<file path="config.mk">
export PLATFORM = sky130hd
export DESIGN_NAME = multicycle_ctrl
export DESIGN_NICKNAME = d
export VERILOG_FILES = /design/src/rtl/multicycle_ctrl.sv
export SDC_FILE = /design/constraint.sdc
export NUM_CORES = 1
export LEC_CHECK = 0
export CAP_MARGIN = 20
export CORE_MARGIN = 1.5
export CORE_UTILIZATION = 49
export DETAILED_ROUTE_END_ITERATION = 8
export GPL_TIMING_DRIVEN = 1
export PLACE_DENSITY = 0.84
export SYNTH_ARGS = -nofsm -noshare
export SYNTH_HDL_FRONTEND = slang
export SYNTH_SLANG_ARGS = --single-unit
export TNS_END_PERCENT = 30
</file>
<file path="constraint.sdc">
create_clock -name clk -period 3.1 [get_ports clk]
set_input_delay 0.93 -clock clk [delete_from_list [all_inputs] [get_ports clk]]
set_output_delay 0.93 -clock clk [all_outputs]
set_load 0.03 [all_outputs]
</file>
<file path="src/rtl/multicycle_ctrl.sv">
// Multicycle processor main controller: Moore FSM producing datapath selects,
// condition-gated write enables and a retired-instruction counter.
module multicycle_ctrl (
    input  logic        clk,
    input  logic        reset,
    input  logic [1:0]  Op,
    input  logic [5:0]  Funct,
    input  logic [3:0]  Rd,
    input  logic        CondEx,
    output logic        IRWrite,
    output logic        AdrSrc,
    output logic        ALUOp,
    output logic [1:0]  ALUSrcA,
    output logic [1:0]  ALUSrcB,
    output logic [1:0]  ResultSrc,
    output logic        PCWrite,
    output logic        RegWrite,
    output logic        MemWrite,
    output logic [3:0]  State,
    output logic [31:0] InstrCount
);

    typedef enum logic [3:0] {
        FETCH  = 4'd0,
        DECODE = 4'd1,
        MEMADR = 4'd2,
        MEMRD  = 4'd3,
        MEMWB  = 4'd4,
        MEMWR  = 4'd5,
        EXECR  = 4'd6,
        EXECI  = 4'd7,
        ALUWB  = 4'd8,
        BRANCH = 4'd9
    } state_e;

    state_e      state_q, state_d;
    logic [31:0] instrCount_q, instrCount_d;
    logic        nextPC, regW, memW, branch;

    always_ff @(posedge clk or posedge reset) begin
        if (reset) begin
            state_q      <= FETCH;
            instrCount_q <= '0;
        end else begin
            state_q      <= state_d;
            instrCount_q <= instrCount_d;
        end
    end

    always_comb begin
        state_d = FETCH;
        case (state_q)
            FETCH:  state_d = DECODE;
            DECODE: begin
                case (Op)
                    2'b00:   state_d = Funct[5] ? EXECI : EXECR;
                    2'b01:   state_d = MEMADR;
                    2'b10:   state_d = BRANCH;
                    default: state_d = FETCH;
                endcase
            end
            MEMADR: state_d = Funct[0] ? MEMRD : MEMWR;
            MEMRD:  state_d = MEMWB;
            EXECR:  state_d = ALUWB;
            EXECI:  state_d = ALUWB;
            default: state_d = FETCH;
        endcase
    end

    // An instruction retires on the edge that returns the FSM to FETCH.
    always_comb begin
        instrCount_d = instrCount_q;
        if (state_d == FETCH && state_q != FETCH) begin
            instrCount_d = instrCount_q + 32'd1;
        end
    end

    always_comb begin
        IRWrite   = 1'b0;
        AdrSrc    = 1'b0;
        ALUOp     = 1'b0;
        ALUSrcA   = 2'b00;
        ALUSrcB   = 2'b00;
        ResultSrc = 2'b00;
        nextPC    = 1'b0;
        regW      = 1'b0;
        memW      = 1'b0;
        branch    = 1'b0;
        case (state_q)
            FETCH: begin
                IRWrite   = 1'b1;
                nextPC    = 1'b1;
                ALUSrcA   = 2'b01;
                ALUSrcB   = 2'b10;
                ResultSrc = 2'b10;
            end
            DECODE: begin
                ALUSrcA   = 2'b01;
                ALUSrcB   = 2'b10;
                ResultSrc = 2'b10;
            end
            MEMADR: ALUSrcB = 2'b01;
            MEMRD:  AdrSrc  = 1'b1;
            MEMWB: begin
                ResultSrc = 2'b01;
                regW      = 1'b1;
            end
            MEMWR: begin
                AdrSrc = 1'b1;
                memW   = 1'b1;
            end
            EXECR:  ALUOp = 1'b1;
            EXECI: begin
                ALUSrcB = 2'b01;
                ALUOp   = 1'b1;
            end
            // Compare/test commands only set flags, so no register write-back.
            ALUWB:  regW = (Funct[4:3] != 2'b10);
            BRANCH: begin
                ALUSrcB   = 2'b01;
                ResultSrc = 2'b10;
                branch    = 1'b1;
            end
            default: ;
        endcase
    end

    assign RegWrite   = regW & CondEx;
    assign MemWrite   = memW & CondEx;
    assign PCWrite    = nextPC | (branch & CondEx) | (regW & CondEx & (Rd == 4'd15));
    assign State      = state_q;
    assign InstrCount = instrCount_q;

endmodule

</file>
=== After elaboration in Yosys (flattened, before gate mapping) ===
Cells that the tools add are included.

* Mux-type cells: 13
* Reductions and logical operators: 10
* Equal/unequal tests: 13
* Add/subtract/negate cells: 1
* Bitwise logic cells: 6

{| class="wikitable"
|+ Operator list
! cell !! count
|-
| 32-bit by 1-bit adder with 32-bit output, second input constant || 1
|-
| 4-bit case mux with 5 select lines || 1
|-
| 4-bit by 3-bit == test with 1-bit output, second input constant || 4
|-
| 4-bit == test, second input constant || 3
|-
| 4-bit case mux with 3 select lines || 1
|-
| 4-bit by 2-bit == test with 1-bit output, second input constant || 2
|-
| 4-bit logical NOT || 2
|-
| 2-bit case mux with 2 select lines || 2
|-
| 1-bit two-way mux || 7
|-
| 2-bit OR reduction || 3
|-
| 3-bit OR reduction || 2
|-
| 1-bit AND || 4
|-
| 4-bit by 1-bit == test with 1-bit output, second input constant || 1
|-
| 4-bit nonzero test || 1
|-
| 3-bit two-way mux || 1
|-
| 2-bit by 1-bit == test with 1-bit output, second input constant || 1
|-
| 2-bit == test, second input constant || 1
|-
| 2-bit logical NOT || 1
|-
| 2-bit inequality test, second input constant || 1
|-
| 1-bit bitwise OR || 2
|-
| 1-bit case mux with 2 select lines || 1
|-
| 1-bit logical AND || 1
|}

* Logic and storage cells: 45
* Bits in registers: 36
* Output and inout bits: 48

=== Depth between registers and ports, before layout ===
* Depth in word-level cells: 5
* Mapped depth: 5
* Gate-level depth less buffers: 5

=== Worst setup path before layout ===
OpenSTA, ideal clock, no wires.

* Path type: input port to output port
* Start: input port Funct[3]
* End: output port PCWrite
* Required time: 2.170 ns
* Path slack: -1.152 ns
* Cell stages on the path: 4
* Arrival: 3.322 ns
* Path through: nand2b_1 > nand3b_1 > a2111oi_0 > a22o_1

* Cells in the longest elaborated chain, start to end: 5

{| class="wikitable"
|+ Ends and longest elaborated chain
! element !! line !! text
|-
| start: declaration || 7 || <nowiki>input logic [5:0] Funct,</nowiki>
|-
| 2-bit inequality test || 118 || <nowiki>ALUWB: regW = (Funct[4:3] != 2'b10);</nowiki>
|-
| 1-bit case mux with 2 select lines || 89 || <nowiki>case (state_q)</nowiki>
|-
| 1-bit AND || -- ||
|-
| net RegWrite || 17 || <nowiki>output logic RegWrite,</nowiki>
|-
| 1-bit AND || 130 || <nowiki>assign PCWrite = nextPC | (branch & CondEx) | (regW & CondEx & (Rd == 4'd15));</nowiki>
|-
| 1-bit bitwise OR || 130 ||
|-
| end: declaration || 16 || <nowiki>output logic PCWrite,</nowiki>
|}

The timed path passes the listed nets, and every way through them passes these cells.

=== Final worst setup path ===
* Start: input port Funct[3]
* End: output port PCWrite

* Cells in the longest elaborated chain, start to end: 5

{| class="wikitable"
|+ Ends and longest elaborated chain
! element !! line
|-
| 2-bit inequality test || 118
|-
| 1-bit case mux with 2 select lines || 89
|-
| 1-bit AND (2 in series) || 130
|-
| 1-bit bitwise OR || 130
|}

Every way passes these cells.

==> qor.yml <==
outcome:
  status: "completed"
route:
  drc: 0
  wl_per_cell_um: 15.0
  via_per_inst: 5.39
  antenna_left: 0
  wirelength_mm: 4.53
  dr.pass1.iters: 5
  num_vias: 1627
  drt_iter0_markers: 145
floorplanning:
  start_util_pct: 52.1
  core_sq_um: 3720
  io_pins: 63
  rows: 22
  dieHeight_um: 65.9
  dieArea_sq_um: 4340
  fp.dieW_um: 65.9
worst_setup_path:
  arrival_ns: 2.03
  cp_max_fo: 2
  crit_chain: "dlygate4sd2_1, nand2b_4, nand3b_1, a2111oi_4, a22o_1, buf_6"
  startpoint: "Funct[3]"
  path_class: "primary input to output pin"
  cp-start-kind: "primary input"
  slowest_delay_ns: 0.33
  r2r-end: "InstrCount[29]"
  r2r_cells: 6
  reg2reg_from: "State[1]"
  r2r_slack_ns: 1.08
  slowest_stage: "a2111oi_4"
  worst_ep_required_time_ns: 2.17
  crit_path_end_kind: "output pin"
placed_design:
  dpl_cell_area_sq_um: 2620
  gp_congestion: 0.867
  hpwl_mm: 3.10
  port_buffers: 59
cells_and_area:
  multi_input_area_sq_um: 976
  final_net_count: 269
  syn2layout_area_growth_pct: 41.4
  nFillCells: 266
  final_cell_mix: "53 x clkdlybuf4s50_1, 36 x dfrtp_1, 19 x xor2_1"
  final_common_cell: "clkdlybuf4s50_1"
  drive_gt1_share_pct: 13.8
  diodes: 0
  regArea_sq_um: 901
  final_cell_area_sq_um: 2740
flow_run:
  cap_violations: 0
synth:
  ys_types: 45
  syn_area_per_cell_sq_um: 10.4
  synth_top_area_share_pct: 46.5
  ys_warn_count: 0
  syn_inst: 187
  netlist_area_sq_um: 1940
  synth_area_leaders: "dfrtp_1 47%, xor2_1 8.6%, xnor2_1 5.9%"
  seq_area_frac_synth_pct: 46.5
  syn-num-nets: 203
  netlist.top_cell.by_area: "dfrtp_1"
  synth-seq-cells: 36
cts:
  clk_latency_ns: 0.29
  clock_path_buffers: 2
  tritoncts: "done"
  htree_levels: 2
  root_buffer: "clkbuf_8"
  cts_made_buffers: 5
  path_clk_slew_ns: 0.06
  cts_sinks: 36
min_path:
  holdPathEnd: "InstrCount[31]"
  hp-class: "flip-flop to flip-flop"
  min_from: "InstrCount[31]"
  whs_path_depth: 1
timing:
  rsz0062_at_grt: "false"
  worst_hold_slack_ns: 0.482
  post-route-period-util_pct: 95.5
  finalMaxSlewViolations: 0
  fin_crit_ns: 2.96
  finalSetupTns_ns: 0
  hold_violations: 0
  tightest_slew_ns: 0.588
  maxSlewHeadroom_pct: 60.2
  finalClockSkew_ns: 0.00735
  max_freq_ghz: 0.338
  setup_viol: 0
global_route:
  grtUsageTotal_pct: 23.5
  grt_overflow_total: 0
  grt_antenna_before_repair: 0
  grt_pass1_wl_mm: 7.80
  grt_max_degree: 37
  grt_pass1_vias: 1674
power:
  finalPower_mw: 1.97
  p_leak_nw: 1.22
  power_density_nw_per_um2: 720
  ir_drop_mv: 0.761
## logic make-up (layout without fill, tap and decap cells)
logic type | after synthesis | count (layout) | synth area share [%]
other cells | 1 | 1 | 0.194
buf+inv | 19 | 86 | 4.40
simple gates | 81 | 81 | 26.0
xor+xnor | 32 | 32 | 14.5
compound gates | 15 | 15 | 6.59
mux | 2 | 2 | 1.16
fa+ha+maj | 1 | 1 | 0.646
flops | 36 | 36 | 46.5
## sequential cells by signal, summed over array words and instances, names as in the netlist
register,flops
InstrCount,32
State,4
## critical path, delay by kind of cell
family | cells | cell delay, ns
AO/OA/AOI/OAI | 2 | 0.53
buffers and inverters | 2 | 0.34
AND/OR/NAND/NOR | 2 | 0.24
## metrics by stage
step           instances  utilization [%]  setup WS [ns]
5_1_grt              302             73.6         0.0330
3_5_place_dp         294             70.4         -0.138
4_1_cts              302             73.6         0.0791
3_3_place_gp         294             70.4         -0.133
6_report             302             73.6          0.140
2_1_floorplan        187                -         0.0125
## cell type report
type | count | share of cell area, %
tap | 48 | 2.19
clock buffer | 6 | 2.65
inverter | 10 | 1.37
multi-input combinational | 132 | 35.7
clock inverter | 2 | 1.28
sequential | 36 | 32.9
timing repair buffer | 68 | 23.9
## worst max path at each step
stage,endpoint,slack (ns),cells after the start
after floorplan,PCWrite,0.01,4
after global placement,PCWrite,-0.13,6
after detailed placement,PCWrite,-0.14,6
after CTS,ALUSrcB[0],0.08,5
after global routing,ResultSrc[1],0.03,4
final,PCWrite,0.14,6
## synthesized netlist by cell type, drive strengths merged
master    n
inv      10
a2111oi   1
or4       1
conb      1
nor2b     1
o31a      1
a22o      1
o31ai     1
and3      3
nand3b    1
ha        1
and4b     1
nor2      8
or3       2
or4b      1
o21ai     5
nand4     5
and2      1
nor4     10
nand2    14
a21boi    1
nand3     9
o22a      1
a211oi    1
dfrtp    36
or2       1
a21oi     1
xor2     19
nor3     14
buf       6
nand2b    2
clkbuf    3
xnor2    13
nor3b     2
and4      5
o311ai    2
mux2      2
## routing by layer
layer	vias up	routed length (um)	GRT usage, %	share of wire (%)
met5	-	0	0	0
met4	0	82	10.4	1.8
met3	10	163	4.43	3.6
met2	35	2220	37.0	49
met1	789	2070	31.6	46
li1	793	-	-	-
## timing repair
action                     in CTS  in global routing
resized for setup               4                  1
pin swaps                       2                  0
hold buffers                    0                  0
setup endpoints to repair       2                  1
setup buffers                   0                  0
hold endpoints to repair        0                  0
## power by group
group          internal [mW]  switching, mW
combinational          0.401          0.545
sequential             0.531         0.0909
clock                  0.238          0.164
total                   1.17          0.800
Note: power is estimated with default switching activity, not from simulation.
